### src/rtl/keypad_scan_fifo.sv
// Keypad matrix scanner: column drive, synchronized row sense, debounce,
// linear key-code encoding and a small output FIFO with valid/ready pop.
module keypad_scan_fifo #(
    parameter int unsigned NUM_COLS     = 4,
    parameter int unsigned NUM_ROWS     = 3,
    parameter int unsigned SCAN_DIV     = 1000,
    parameter int unsigned DEBOUNCE_CNT = 4,
    parameter int unsigned FIFO_DEPTH   = 4,
    parameter int unsigned CODE_W       = $clog2(NUM_COLS * NUM_ROWS)
) (
    input  logic                clk,
    input  logic                rst,
    input  logic [NUM_ROWS-1:0] in_from_keypad,
    output logic [NUM_COLS-1:0] out_to_keypad,
    output logic [CODE_W-1:0]   key_code,
    output logic                key_valid,
    input  logic                key_ready,
    output logic                overflow,
    input  logic                overflow_clr
);
    localparam int unsigned COL_W = (NUM_COLS > 1) ? $clog2(NUM_COLS) : 1;
    localparam int unsigned ROW_W = (NUM_ROWS > 1) ? $clog2(NUM_ROWS) : 1;
    localparam int unsigned DIV_W = $clog2(SCAN_DIV);
    localparam int unsigned MCH_W = $clog2(DEBOUNCE_CNT + 1);
    localparam int unsigned PTR_W = $clog2(FIFO_DEPTH);
    localparam int unsigned OCC_W = $clog2(FIFO_DEPTH + 1);

    localparam logic [1:0] ST_SCAN     = 2'd0;
    localparam logic [1:0] ST_DEBOUNCE = 2'd1;
    localparam logic [1:0] ST_HELD     = 2'd2;

    logic [NUM_ROWS-1:0] sync1;
    logic [NUM_ROWS-1:0] rs;
    logic [DIV_W-1:0]    dwell;
    logic                sample;

    logic [1:0]          state, state_next;
    logic [MCH_W-1:0]    match, match_next;
    logic [ROW_W-1:0]    row_q, row_next;
    logic [COL_W-1:0]    col_idx, col_next;
    logic [ROW_W-1:0]    low_row;
    logic                any_low;
    logic                push;
    logic                advance;
    logic [CODE_W-1:0]   push_code;

    logic [CODE_W-1:0]   mem [FIFO_DEPTH];
    logic [PTR_W-1:0]    wr_ptr, rd_ptr, rd_next;
    logic [OCC_W-1:0]    occ, occ_next;
    logic                pop, full, push_ok, drop;

    assign sample    = (dwell == DIV_W'(SCAN_DIV - 1));
    assign any_low   = ~&rs;
    assign push_code = CODE_W'(col_idx) * CODE_W'(NUM_ROWS) + CODE_W'(row_q);

    // Lowest-indexed low row wins when several rows are pressed.
    always_comb begin
        low_row = '0;
        for (int r = int'(NUM_ROWS) - 1; r >= 0; r--) begin
            if (!rs[r]) low_row = ROW_W'(r);
        end
    end

    // Next-state logic; match counts press samples in DEBOUNCE and clean release samples in HELD.
    always_comb begin
        state_next = state;
        match_next = match;
        row_next   = row_q;
        push       = 1'b0;
        advance    = 1'b0;
        if (sample) begin
            case (state)
                ST_SCAN: begin
                    if (any_low) begin
                        row_next   = low_row;
                        match_next = MCH_W'(1);
                        state_next = ST_DEBOUNCE;
                    end else begin
                        advance = 1'b1;
                    end
                end
                ST_DEBOUNCE: begin
                    if (!rs[row_q]) begin
                        if (match == MCH_W'(DEBOUNCE_CNT - 1)) begin
                            push       = 1'b1;
                            match_next = '0;
                            state_next = ST_HELD;
                        end else begin
                            match_next = match + MCH_W'(1);
                        end
                    end else begin
                        state_next = ST_SCAN;
                        advance    = 1'b1;
                    end
                end
                ST_HELD: begin
                    if (any_low) begin
                        match_next = '0;
                    end else if (match == MCH_W'(DEBOUNCE_CNT - 1)) begin
                        match_next = '0;
                        state_next = ST_SCAN;
                        advance    = 1'b1;
                    end else begin
                        match_next = match + MCH_W'(1);
                    end
                end
                default: state_next = ST_SCAN;
            endcase
        end
        col_next = col_idx;
        if (advance) col_next = (col_idx == COL_W'(NUM_COLS - 1)) ? '0 : col_idx + COL_W'(1);
    end

    always_ff @(posedge clk) begin
        if (rst) begin
            state <= ST_SCAN;
            match <= '0;
            row_q <= '0;
        end else begin
            state <= state_next;
            match <= match_next;
            row_q <= row_next;
        end
    end

    // A full FIFO still accepts a push when the head is popped in the same cycle.
    assign pop      = key_valid && key_ready;
    assign full     = (occ == OCC_W'(FIFO_DEPTH));
    assign push_ok  = push && (!full || pop);
    assign drop     = push && full && !pop;
    assign rd_next  = rd_ptr + PTR_W'(pop);
    assign occ_next = occ + OCC_W'(push_ok) - OCC_W'(pop);

    always_ff @(posedge clk) begin
        if (push_ok) mem[wr_ptr] <= push_code;
    end

    always_ff @(posedge clk) begin
        if (rst) begin
            sync1         <= '1;
            rs            <= '1;
            dwell         <= '0;
            col_idx       <= '0;
            out_to_keypad <= ~(NUM_COLS'(1));
            wr_ptr        <= '0;
            rd_ptr        <= '0;
            occ           <= '0;
            key_valid     <= 1'b0;
            key_code      <= '0;
            overflow      <= 1'b0;
        end else begin
            sync1         <= in_from_keypad;
            rs            <= sync1;
            dwell         <= sample ? '0 : dwell + DIV_W'(1);
            col_idx       <= col_next;
            out_to_keypad <= ~(NUM_COLS'(1) << col_next);
            wr_ptr        <= wr_ptr + PTR_W'(push_ok);
            rd_ptr        <= rd_next;
            occ           <= occ_next;
            key_valid     <= (occ_next != '0);
            // Head comes straight from the push when nothing older remains.
            if (push_ok && ((occ - OCC_W'(pop)) == '0)) key_code <= push_code;
            else                                         key_code <= mem[rd_next];
            if (drop)              overflow <= 1'b1;
            else if (overflow_clr) overflow <= 1'b0;
        end
    end

endmodule

### config.mk
export PLATFORM = sky130hd
export DESIGN_NAME = keypad_scan_fifo
export DESIGN_NICKNAME = d
export VERILOG_FILES = /design/src/rtl/keypad_scan_fifo.sv
export SDC_FILE = /design/constraint.sdc
export NUM_CORES = 1
export LEC_CHECK = 0
export ABC_AREA = 1
export CAP_MARGIN = 40
export CORE_ASPECT_RATIO = 2
export CORE_MARGIN = 8
export CORE_UTILIZATION = 53
export DETAILED_ROUTE_END_ITERATION = 6
export GPL_TIMING_DRIVEN = 0
export PLACE_DENSITY = 0.75
export SETUP_SLACK_MARGIN = 0.05
export SYNTH_ARGS = -nofsm -noshare
export SYNTH_HDL_FRONTEND = slang
export SYNTH_SLANG_ARGS = --single-unit
### constraint.sdc
create_clock -name clk -period 2.3 [get_ports clk]
set_input_delay 0.575 -clock clk [delete_from_list [all_inputs] [get_ports clk]]
set_output_delay 0.575 -clock clk [all_outputs]
set_load 0.05 [all_outputs]
# After elaboration in Yosys (flattened, before gate mapping)
# Memory sizes are Yosys's and may differ from the RTL's.
# Index checks and enable logic that the tools add are counted.
op_classes:
  n_addsub: 9
  n_reduce_logical: 18
  shift: 1
  n_eq_ne: 11
  mux: 32
  mul: 1
  bitwise: 2
  n_lt_le_gt_ge: 1
ops:
  columns: ["cell", "count"]
  rows:
  - ["2-bit two-way mux", 10]
  - ["1-bit two-way mux", 13]
  - ["3-bit two-way mux", 4]
  - ["10-bit by 1-bit adder with 10-bit output, second input constant", 1]
  - ["10-bit == test, second input constant", 1]
  - ["3-bit one-hot mux with 3 select lines", 1]
  - ["2-bit inequality test, second input constant", 4]
  - ["2-bit one-hot mux with 3 select lines", 1]
  - ["3-bit AND reduction", 2]
  - ["3-bit nonzero test", 2]
  - ["3-bit by 1-bit subtractor with 3-bit output", 2]
  - ["1-bit logical AND", 5]
  - ["5-bit AND reduction", 1]
  - ["2-bit by 1-bit adder with 2-bit output", 2]
  - ["4-bit by 2-bit adder with 4-bit output", 1]
  - ["2-bit == test, second input constant", 2]
  - ["2-bit by 2-bit multiplier with 4-bit output, second input constant", 1]
  - ["4-bit two-way mux", 1]
  - ["4-bit NOT", 1]
  - ["4-bit AND reduction", 1]
  - ["1-bit by 2-bit << shifter with 4-bit output, first input constant", 1]
  - ["3-bit by 1-bit adder with 3-bit output", 1]
  - ["3-bit by 1-bit adder with 3-bit output, second input constant", 1]
  - ["3-bit by 2-bit == test with 1-bit output, second input constant", 1]
  - ["other kinds (14)", 15]
totals:
  in_bits: 7
  memories: 1
  out_inout_bits: 10
  ramBits: 16
  register_bits: 42
  wordCells: 90
mem_list:
  columns: ["name", "words", "word_bits", "read_ports", "rd_ports_with_merged_regs", "wr", "line", "source"]
  rows:
  - ["mem", 4, 4, 1, 0, 1, "47", "logic [CODE_W-1:0] mem [FIFO_DEPTH];"]

# Depth between registers and ports, before layout
# Gate-level depths: netlist (run 1).
depth:
  word_depth: 9
  ltp_mapped: 14
  ltp_nobuf: 14

# Worst setup path after synthesis (run 1)
# No wires, ideal clock.
synth_timing:
  kind: "flip-flop to flip-flop"
  from: "reg key_valid"
  to: "reg key_valid"
  n_path_buf: 0
  slack_ns: -0.276
  setup_ns: 0.119
  synth_period_minus_slack_ns: 2.576
  stages_incl_launch_ff: 12
  required_ns: 2.181
  t_arrival_ns: 2.457
  cell_sequence: "dfxtp_1 > nand2_1 > nand4_1 > inv_1 > nor3_2 > inv_1 > ha_1 > inv_1 > ha_1 > fa_1 > o31ai_1 > inv_1"
synth_between:
  elab_chain_cells: 6
synth_lines:
  columns: ["item", "line", "source"]
  rows:
  - ["from (decl)", "16", "output logic key_valid,"]
  - ["from (signal assigned)", "160", "key_valid <= (occ_next != '0);"]
  - ["1-bit logical AND *", "127", "assign pop = key_valid && key_ready;"]
  - ["1-bit logical OR", "129", "assign push_ok = push && (!full || pop);"]
  - ["1-bit logical AND", "129", null]
  - ["3-bit by 1-bit adder with 3-bit output", "132", "assign occ_next = occ + OCC_W'(push_ok) - OCC_W'(pop);"]
  - ["3-bit by 1-bit subtractor with 3-bit output *", "132", null]
  - ["named net occ_next[1]", "49", "logic [OCC_W-1:0] occ, occ_next;"]
  - ["3-bit nonzero test *", "160", null]
# Mark *: on every way through the listed nets, which the timed path passes. The rest lies on a longest branch.
# A chain may end at the register's enable or synchronous reset.

# Worst setup path in the final report (run 1)
layout_timing:
  from: "reg match[0]"
  to: "reg key_valid"
layout_between:
  elab_chain_cells: 9
layout_lines:
  columns: ["item", "line", "source"]
  rows:
  - ["from (decl)", "38", "logic [MCH_W-1:0] match, match_next;"]
  - ["from (signal assigned)", "121", "match <= match_next;"]
  - ["3-bit by 2-bit == test with 1-bit output", "84", "if (match == MCH_W'(DEBOUNCE_CNT - 1)) begin"]
  - ["1-bit two-way mux", "84", null]
  - ["1-bit two-way mux", "83", "if (!rs[row_q]) begin"]
  - ["1-bit two-way mux", "72", "case (state)"]
  - ["1-bit two-way mux", "71", "if (sample) begin"]
  - ["1-bit logical AND", "129", null]
  - ["3-bit by 1-bit adder with 3-bit output", "132", null]
  - ["3-bit by 1-bit subtractor with 3-bit output", "132", null]
  - ["named net occ_next[1]", "49", null]
  - ["3-bit nonzero test", "160", null]
# The timed path passes the listed nets, and every way through them passes these cells.

==> impl_metrics.json, run 1 <==
{
  "status": "complete, but fails checks",
  "violations": "setup timing",
  "hp-class": "flop to flop",
  "ys.warnings.count": 0,
  "drv_cap": 0,
  "synth_top_family_by_area": "simple AND/OR/NAND/NOR gates",
  "drt_iter0_drc": 37,
  "final_cell_mix": "91 x nand2_1, 52 x inv_1, 44 x nor2_1",
  "drive_above_1_share_pct": 20.0,
  "clock_skew_ns": 0.00740,
  "wl_um": 5360,
  "r2r_end": "key_valid$_SDFF_PP0_",
  "worst_ep_arrival_time_ns": 2.66,
  "p_per_area_nw_per_um2": 735,
  "dp_hpwl_um": 4030,
  "die_area_um2": 7910,
  "worst_hold_slack_ns": 0.414,
  "slew_violations": 0,
  "start_util_pct": 54.2,
  "top_layer": "met4",
  "synth_edf_count": 16,
  "r2r_slack_ns": -0.14,
  "ant_nets": 0,
  "cts_made_buffers": 9,
  "via_per_inst": 4.82,
  "routedWlPerCell_um": 12.1,
  "synth_top_area_cell": "dfxtp_1",
  "start_kind": "flop",
  "clk_latency_ns": 0.33,
  "layout_setup_ws_ns": -0.142,
  "die_h_um": 118,
  "cts_max_level": 3,
  "final_cells": 443,
  "gr-total-overflow": 0,
  "dpl_worst_slack_ns": -0.721,
  "critPathCaptureType": "flop",
  "clock-sinks": 58,
  "yosys.area_share.xor_xnor_pct": 1.59,
  "coreArea_um2": 5090,
  "grt_pass1_wl_um": 9140,
  "place_congestion": 0.805,
  "fmax_mhz": 409,
  "area_growth_pct": 23.8,
  "synth_area_um2": 2760,
  "leakage_nw": 1.58,
  "synthSimpleGateAreaFrac_pct": 31.1,
  "ys_seq_elements": 58,
  "drt_first_pass_iters": 4,
  "cts-root-buf": "clkbuf_8",
  "ys_dominant_reg_cell": "dfxtp_1",
  "holdPathStages": 1,
  "r2r-start": "match[0]$_SDFFE_PP0P_",
  "setup_violations": 2,
  "critPathKind": "flop to flop",
  "grt_max_degree": 11,
  "cts_hold_buf": 0,
  "yosys-top-cells-area": "dfxtp_1 30%, edfxtp_1 17%, nand2_1 12%",
  "antenna_found_initial": 0,
  "power.total_mw": 2.51,
  "grt_pass1_vias": 2227,
  "worst_pin_slew_ns": 0.517,
  "ir_drop_v": 0.000551,
  "die_w_um": 67.0,
  "cts_buffer_depth": 2,
  "synth_compound_area_share_pct": 2.27,
  "clk_pin_slew_worst_paths_ns": 0.06,
  "vias": 2137,
  "synth_cells": 339,
  "finish.net_count": 405,
  "cts_tree": "built",
  "wl_met2_um": 3310,
  "synth_fp_nets": 364,
  "min_to": "rs[2]$_SDFF_PP1_",
  "final_common_cell": "nand2_1",
  "min_period_over_period_pct": 106,
  "slew_headroom_pct": 65.5,
  "met1Wirelength_um": 1780,
  "synthMuxAreaShare_pct": 0,
  "syn_avg_cell_area_um2": 8.13,
  "min_from": "sync1[2]$_SDFF_PP1_",
  "ys_seq_area_share_pct": 47.9,
  "grt_use_total_pct": 15.0,
  "yosysUniqueCellTypes": 29,
  "reg2reg_depth": 12,
  "worstPathMaxFanout": 2,
  "hold_viol_final": 0,
  "min_period_ns": 2.44,
  "n_antenna_cell": 0,
  "yosys.area_share.adder_pct": 8.98,
  "route.detailed.drc": 0,
  "synth_top_area_share_pct": 30.5,
  "dp.cells": 413,
  "portBuffers": 16,
  "io_pins": 17,
  "num_rows": 37,
  "routed-wl-met3_um": 120,
  "critical_path_required_ns": 2.52,
  "async_flop_share_pct": 0,
  "grt_setup_unrepaired": "yes"
}
[sequential cells by signal (all words and copies together) (netlist names)]
signal	cells
mem	16
dwell	10
key_code	4
rd_ptr	2
key_valid	1
sync1	3
wr_ptr	2
match	3
col_idx	2
overflow	1
out_to_keypad	4
rs	3
occ	3
state	2
row_q	2
[synth_stat cells (3+ instances only)]
library cell  count
a21oi_1           7
dfxtp_1          42
edfxtp_1         16
fa_1              3
ha_1             15
inv_1            55
nand2_1          91
nand2_2           3
nand3_1          19
nand4_1           4
nor2_1           46
nor2_2            4
nor2_4            3
o21ai_0           3
or2_2             6
xnor2_1           3
[critical path, cell delays in order, from the launching register on]
cell     delay (ns)
dfxtp_2        0.36
ha_4           0.14
inv_1          0.06
nor2_4         0.12
nand4_4        0.14
nor3_4         0.14
inv_1          0.07
ha_1           0.30
inv_1          0.07
ha_2           0.18
fa_2           0.46
o31ai_2        0.25
inv_1          0.06
[worst max-delay path by stage]
stage                          startpoint                    to  slack [ns]  depth (start not counted)
global placement                key_ready  key_valid$_SDFF_PP0_       -0.65                         14
detailed placement              key_ready  key_valid$_SDFF_PP0_       -0.72                         14
finish              match[0]$_SDFFE_PP0P_  key_valid$_SDFF_PP0_       -0.14                         12
CTS                   dwell[0]$_SDFF_PP0_  key_valid$_SDFF_PP0_       -0.15                         12
global route        row_q[0]$_SDFFE_PP0P_  key_valid$_SDFF_PP0_       -0.29                         11
floorplan             dwell[1]$_SDFF_PP0_  key_valid$_SDFF_PP0_       -0.06                         12
[stage by stage]
stage	instance area [µm²]	utilization [%]	TNS, ns
6_report	3410	67.1	-0.216
2_1_floorplan	2800	-	-0.0613
5_1_grt	3410	67.1	-0.690
3_5_place_dp	3030	59.5	-2.80
4_1_cts	3360	65.9	-0.154
3_3_place_gp	3030	59.5	-2.45
[cell type report]
| type | count | area, µm² |
|---|---|---|
| well taps | 58 | 72.6 |
| inverters | 56 | 214 |
| clock buffers | 11 | 163 |
| plain buffers | 3 | 16.3 |
| clock inverters | 5 | 26.3 |
| fillers | 437 | 1680 |
| flip-flops and latches | 58 | 1330 |
| repair inverters | 1 | 7.51 |
| multi-input cells | 222 | 1330 |
| repair buffers | 29 | 256 |
[metal layers]
layer | GRT usage, % | up-vias
met1 | 12.6 | 969
met4 | 10.1 | 0
met5 | 0 | -
met2 | 29.0 | 26
met3 | 2.38 | 12
li1 | - | 1130
[cells by family (layout without fill, tap and decap cells)]
| family | after synthesis | count (layout) |
|---|---|---|
| simple gates | 187 | 187 |
| fa+ha+maj | 18 | 18 |
| compound gates | 12 | 12 |
| buf+inv | 59 | 105 |
| xor+xnor | 5 | 5 |
| flops | 58 | 58 |
[where the power goes]
part | leakage (nW) | internal [mW] | total, mW | switching, mW
combinational | 0.959 | 0.212 | 0.535 | 0.323
clock | 0.0977 | 0.475 | 0.854 | 0.379
sequential | 0.522 | 1.09 | 1.12 | 0.0258
[timing repair]
action / 4_1_cts / 5_1_grt
setup endpoints to repair: 3 / 7
pin swaps: 9 / 2
setup buffers: 9 / 4
gates cloned: 0 / 1
resized for setup: 19 / 6
(Power assumes the default switching activity.)
==> inputs of run 2 (changes only) <==
CORE_UTILIZATION = 63   (was 53)
PLACE_DENSITY = 0.84   (was 0.75)
clock period = 3.1 ns   (was 2.3 ns; I/O delays follow)
==> run 2 against run 1 <==
Effect of this change:
- the run now ends clean
- register-to-register slack improved by 0.60 ns
- flip-flop and latch count unchanged
- global-route usage increased by 0.44 points
==> impl_metrics.json, run 2 (synthesis gave the netlist of run 1 again) <==
{
  "worstPathMaxFanout": 2,
  "finish.net_count": 392,
  "met1Wirelength_um": 1670,
  "area_growth_pct": 16.7,
  "r2r-start": "state[1]$_SDFFE_PP0P_",
  "drt_first_pass_iters": 4,
  "via_per_inst": 5.06,
  "cts_buffer_depth": 2,
  "layout_setup_ws_ns": 0.312,
  "combPwrFrac_pct": 15.7,
  "routed-wl-met3_um": 173,
  "start_kind": "input port",
  "grt_setup_unrepaired": "no",
  "antenna_found_initial": 0,
  "n_antenna_cell": 0,
  "regMostFlops": "mem",
  "grt_pass1_vias": 2169,
  "cts-root-buf": "clkbuf_8",
  "top_layer": "met4",
  "route.detailed.drc": 0,
  "p_sw_uw": 490,
  "leakage_nw": 1.50,
  "grt_pass1_wl_um": 8310,
  "die_area_um2": 6880,
  "power.total_mw": 1.87,
  "min_from": "sync1[1]$_SDFF_PP1_",
  "dpl_worst_slack_ns": -0.237,
  "final_common_cell": "nand2_1",
  "p_per_area_nw_per_um2": 580,
  "worst_ep_arrival_time_ns": 3.01,
  "ir_drop_v": 0.000639,
  "clockPowerShare_pct": 39.9,
  "hold_viol_final": 0,
  "worst_pin_slew_ns": 0.503,
  "ant_nets": 0,
  "coreArea_um2": 4300,
  "fillers": 328,
  "die_h_um": 110,
  "clock-sinks": 58,
  "internal_power_mw": 1.38,
  "die_w_um": 62.8,
  "wl_met2_um": 2740,
  "grt_max_degree": 11,
  "min_period_ns": 2.79,
  "portBuffers": 16,
  "num_rows": 34,
  "cts_tree": "built",
  "vias": 2155,
  "clk_pin_slew_worst_paths_ns": 0.06,
  "routedWlPerCell_um": 11.5,
  "dp_hpwl_um": 3750,
  "cts_made_buffers": 9,
  "clk_latency_ns": 0.34,
  "grt_use_total_pct": 15.5,
  "place_congestion": 0.861,
  "slew_violations": 0,
  "gr-total-overflow": 0,
  "clock_skew_ns": 0.00684,
  "top_regs": "mem x16, dwell x10",
  "drv_cap": 0,
  "io_pins": 17,
  "min_period_over_period_pct": 89.9,
  "setup_violations": 0,
  "slew_headroom_pct": 66.4,
  "final_cell_mix": "91 x nand2_1, 55 x inv_1, 46 x nor2_1",
  "critPathCaptureType": "flop",
  "drive_above_1_share_pct": 10.5,
  "hp-class": "flop to flop",
  "sw_frac_of_total_pct": 26.2,
  "cts_max_level": 3,
  "largest_reg_flops": 16,
  "crit_start": "key_ready",
  "critical_path_required_ns": 3.33,
  "status": "completed",
  "power_frac_seq_pct": 44.3,
  "critPathKind": "input port to flop",
  "drt_iter0_drc": 73,
  "fmax_mhz": 359,
  "wl_um": 4900,
  "start_util_pct": 64.2
}
run 2: cell count changes in the layout (fill, tap and decap cells not counted), sizes merged:
| cell | delta |
|---|---|
| clkinvlp | -2 |
| clkbuf | -2 |
| clkdlybuf4s50 | +1 |
| buf | -11 |
| dlygate4sd2 | -1 |
| bufinv | +2 |
run 2: layout make-up:
type                       instances  area [µm²]  area share, %
buffer                             3        13.8          0.428
multi-input combinational        222        1220           37.9
timing repair buffer              17         168           5.21
clock buffer                      10         138           4.28
inverter                          56         210           6.53
tap                               54        67.6           2.10
sequential                        58        1320           41.1
clock inverter                     6        80.1           2.49
run 2: per-stage QoR:
step                      util (%)  hold WS [ns]  cell area [µm²]  setup TNS [ns]  cells
after global placement        69.5         0.391             2990          -0.268    409
final                         74.9         0.407             3220               0    426
after global routing          74.9         0.425             3220               0    426
after CTS                     74.5         0.414             3200               0    425
after floorplan                  -         0.389             2760               0    339
after detailed placement      69.5         0.398             2990          -0.351    409
run 2: layer usage:
layer,track usage (%),up-vias
met1,10.7,986
met4,14.1,0
met3,4.80,24
met5,0,-
met2,31.2,40
li1,-,1105
run 2: final timing paths:
kind                                        endpoint  slack [ns]  cells past startpoint
worst max register to register  key_valid$_SDFF_PP0_        0.46                     11
worst min register to register      rs[1]$_SDFF_PP1_        0.41                      1
worst max-delay path            key_valid$_SDFF_PP0_        0.31                     12
worst min-delay path                rs[1]$_SDFF_PP1_        0.41                      1
run 2: critical path: stages:
cell             delay, ns
clkdlybuf4s50_1       0.45
nand2_1               0.06
nand4_1               0.15
inv_1                 0.11
nor3_4                0.13
inv_1                 0.06
ha_1                  0.27
inv_1                 0.04
ha_1                  0.18
fa_1                  0.46
o31ai_1               0.27
inv_1                 0.06
run 2: power groups by stage:
stage	clock network, mW	logic [mW]	registers, mW
finish	0.745	0.294	0.827
global route	0.785	0.337	0.830
CTS	0.757	0.295	0.828
detailed placement	0	0.294	0.844
global placement	0	0.288	0.842
floorplan	0	0.191	0.875
run 2: timing repair:
| item | in CTS | in global routing |
|---|---|---|
| setup buffers | 0 | 1 |
| gates resized for setup | 0 | 1 |
| setup endpoints to repair | 0 | 2 |
| endpoints found under the hold margin | 0 | 0 |
| hold buffers | 0 | 0 |
==> inputs of run 3 (changes only) <==
CORE_UTILIZATION = 40   (was 63)
CTS_BUF_LIST = sky130_fd_sc_hd__clkbuf_8 sky130_fd_sc_hd__clkbuf_16   (was not set)
PLACE_DENSITY = not set   (was 0.84)
==> run 3 against run 2 <==
Effect of this change:
- clock skew about the same
- via count down 0.88%
- first-iteration DRC count up 1.4%
- register-to-register slack worse by 0.05 ns
- routed wire length up 1.8%
- maximum frequency down 2.4%
- non-clock buffer count up 2
- utilization down 26 points
- sequential power about the same
- die area up 45%
- critical endpoint unchanged
- largest power group is now clock
- highest routed layer unchanged
==> impl_metrics.json, run 3 (synthesis gave the netlist of run 1 again) <==
{
  "status": "completed",
  "combPwrFrac_pct": 14.4,
  "area_growth_pct": 22.3,
  "grt_use_total_pct": 11.2,
  "via_per_inst": 4.60,
  "critPathKind": "input port to flop",
  "die_h_um": 133,
  "final_common_cell": "nand2_1",
  "clk_latency_ns": 0.32,
  "setup_violations": 0,
  "place_congestion": 0.789,
  "min_period_ns": 2.85,
  "worst_ep_arrival_time_ns": 3.06,
  "clockPowerShare_pct": 47.0,
  "gr-total-overflow": 0,
  "fin_tns_setup_ns": 0,
  "cts_buffer_depth": 2,
  "portBuffers": 16,
  "clk_pin_slew_worst_paths_ns": 0.05,
  "use_met2_pct": 17.9,
  "routedWlPerCell_um": 10.8,
  "start_util_pct": 40.4,
  "final_cells": 464,
  "grt_pass1_vias": 2045,
  "finish.net_count": 394,
  "vias": 2136,
  "drt_iter0_drc": 74,
  "power_frac_seq_pct": 38.6,
  "grt_use_met3_pct": 3.46,
  "io_pins": 17,
  "cts-root-buf": "clkbuf_16",
  "fmax_mhz": 350,
  "drt_first_pass_iters": 4,
  "p_sw_uw": 542,
  "antenna_found_initial": 0,
  "clock_skew_ns": 0.00679,
  "top_regs": "mem x16, dwell x10",
  "drv_cap": 0,
  "hp-class": "flop to flop",
  "r2r_slack_ns": 0.41,
  "cts_made_buffers": 9,
  "drive_above_1_share_pct": 11.0,
  "dp.cells": 445,
  "grt_setup_unrepaired": "no",
  "worstPathMaxFanout": 3,
  "hold_viol_final": 0,
  "regMostFlops": "mem",
  "coreArea_um2": 6830,
  "die_area_um2": 9970,
  "slew_headroom_pct": 64.4,
  "min_period_over_period_pct": 92.1,
  "cpMostUsedCell": "inv_1",
  "n_antenna_cell": 0,
  "leakage_nw": 1.56,
  "cpPeakStageDelay_ns": 0.46,
  "busiest_layer": "met2",
  "critical_path_required_ns": 3.31,
  "ir_drop_v": 0.000379,
  "cts_max_level": 3,
  "die_w_um": 74.7,
  "largest_reg_flops": 16,
  "cts_hold_buf": 0,
  "grt_max_degree": 12,
  "cts_tree": "built",
  "grtUsageMet1_pct": 12.7,
  "sw_frac_of_total_pct": 25.2,
  "critPathCaptureType": "flop",
  "num_rows": 43,
  "clock-sinks": 58,
  "grt_pass1_wl_um": 8670,
  "fillers": 688,
  "internal_power_mw": 1.61,
  "critPathSlowestCell": "clkdlybuf4s50_1",
  "final_cell_mix": "91 x nand2_1, 57 x inv_1, 46 x nor2_1",
  "route.detailed.drc": 0,
  "dp_hpwl_um": 3680,
  "slew_violations": 0,
  "p_per_area_nw_per_um2": 639,
  "path_cells": "clkdlybuf4s50_1 > nand2_1 > nand4_1 > inv_1 > nor3_4 > inv_1 > ha_1 > inv_1 > ha_1 > fa_1 > inv_1 > xor2_1 > o31ai_1 > inv_1",
  "wl_um": 4990,
  "ant_nets": 0,
  "start_kind": "input port",
  "worst_pin_slew_ns": 0.531
}
==> run 3: cell count changes in the layout (fill, tap and decap cells not counted) <==
cell,previous run,this run
inv_1,55,57
clkinv_1,3,1
buf_4,1,3
clkbuf_8,10,0
clkinvlp_4,1,2
clkbuf_16,0,9
==> run 3: final cells by class <==
| type | instances | area [µm²] | area share (%) |
|---|---|---|---|
| multi-input combinational | 222 | 1220 | 36.1 |
| inverter | 56 | 210 | 6.23 |
| tap | 90 | 113 | 3.34 |
| sequential | 58 | 1320 | 39.2 |
| clock inverter | 7 | 87.6 | 2.60 |
| clock buffer | 9 | 225 | 6.68 |
| timing repair buffer | 19 | 183 | 5.42 |
| buffer | 3 | 13.8 | 0.408 |
==> run 3: final timing paths <==
kind,end,cells past startpoint,from
worst max-delay path,key_valid$_SDFF_PP0_,14,key_ready
worst min-delay path,rs[0]$_SDFF_PP1_,1,sync1[0]$_SDFF_PP1_
worst max register to register,key_valid$_SDFF_PP0_,14,match[0]$_SDFFE_PP0P_
worst min register to register,rs[0]$_SDFF_PP1_,1,sync1[0]$_SDFF_PP1_
==> run 3: worst max-delay path, delay by kind of cell <==
| family | cells | cell delay (ns) |
|---|---|---|
| simple gates | 3 | 0.33 |
| compound gates | 1 | 0.27 |
| buf+inv | 6 | 0.79 |
| fa+ha+maj | 3 | 0.81 |
| xor+xnor | 1 | 0.08 |
==> run 3: what timing repair did <==
action                                 CTS  global route
resized for setup                        1             0
setup endpoints to repair                1             2
gates cloned                             0             0
endpoints found under the hold margin    0             0
pin swaps                                0             2
setup buffers                            0             3
==> run 3: power groups by stage <==
stage	logic, mW	registers [mW]	clock network [mW]
final	0.311	0.830	1.01
after global routing	0.351	0.835	1.07
after CTS	0.310	0.830	1.03
after detailed placement	0.304	0.845	0
after global placement	0.291	0.843	0
after floorplan	0.191	0.875	0
==> run 3: layer usage <==
| metal | up-vias | wire (µm) |
|---|---|---|
| met2 | 38 | 2570 |
| met3 | 12 | 227 |
| met5 | - | 0 |
| met4 | 0 | 122 |
| met1 | 980 | 2070 |
| li1 | 1106 | - |
==> run 3: through the flow <==
step	total power [mW]	instance area [µm²]	hold WS, ns	utilization, %	setup WS, ns
after global placement	1.13	3030	0.393	44.4	-0.139
after CTS	2.18	3350	0.406	49.0	0.0876
after floorplan	1.07	2760	0.389	-	0.438
final	2.15	3370	0.404	49.3	0.245
after detailed placement	1.15	3030	0.394	44.4	-0.262
after global routing	2.26	3370	0.417	49.3	0.0735
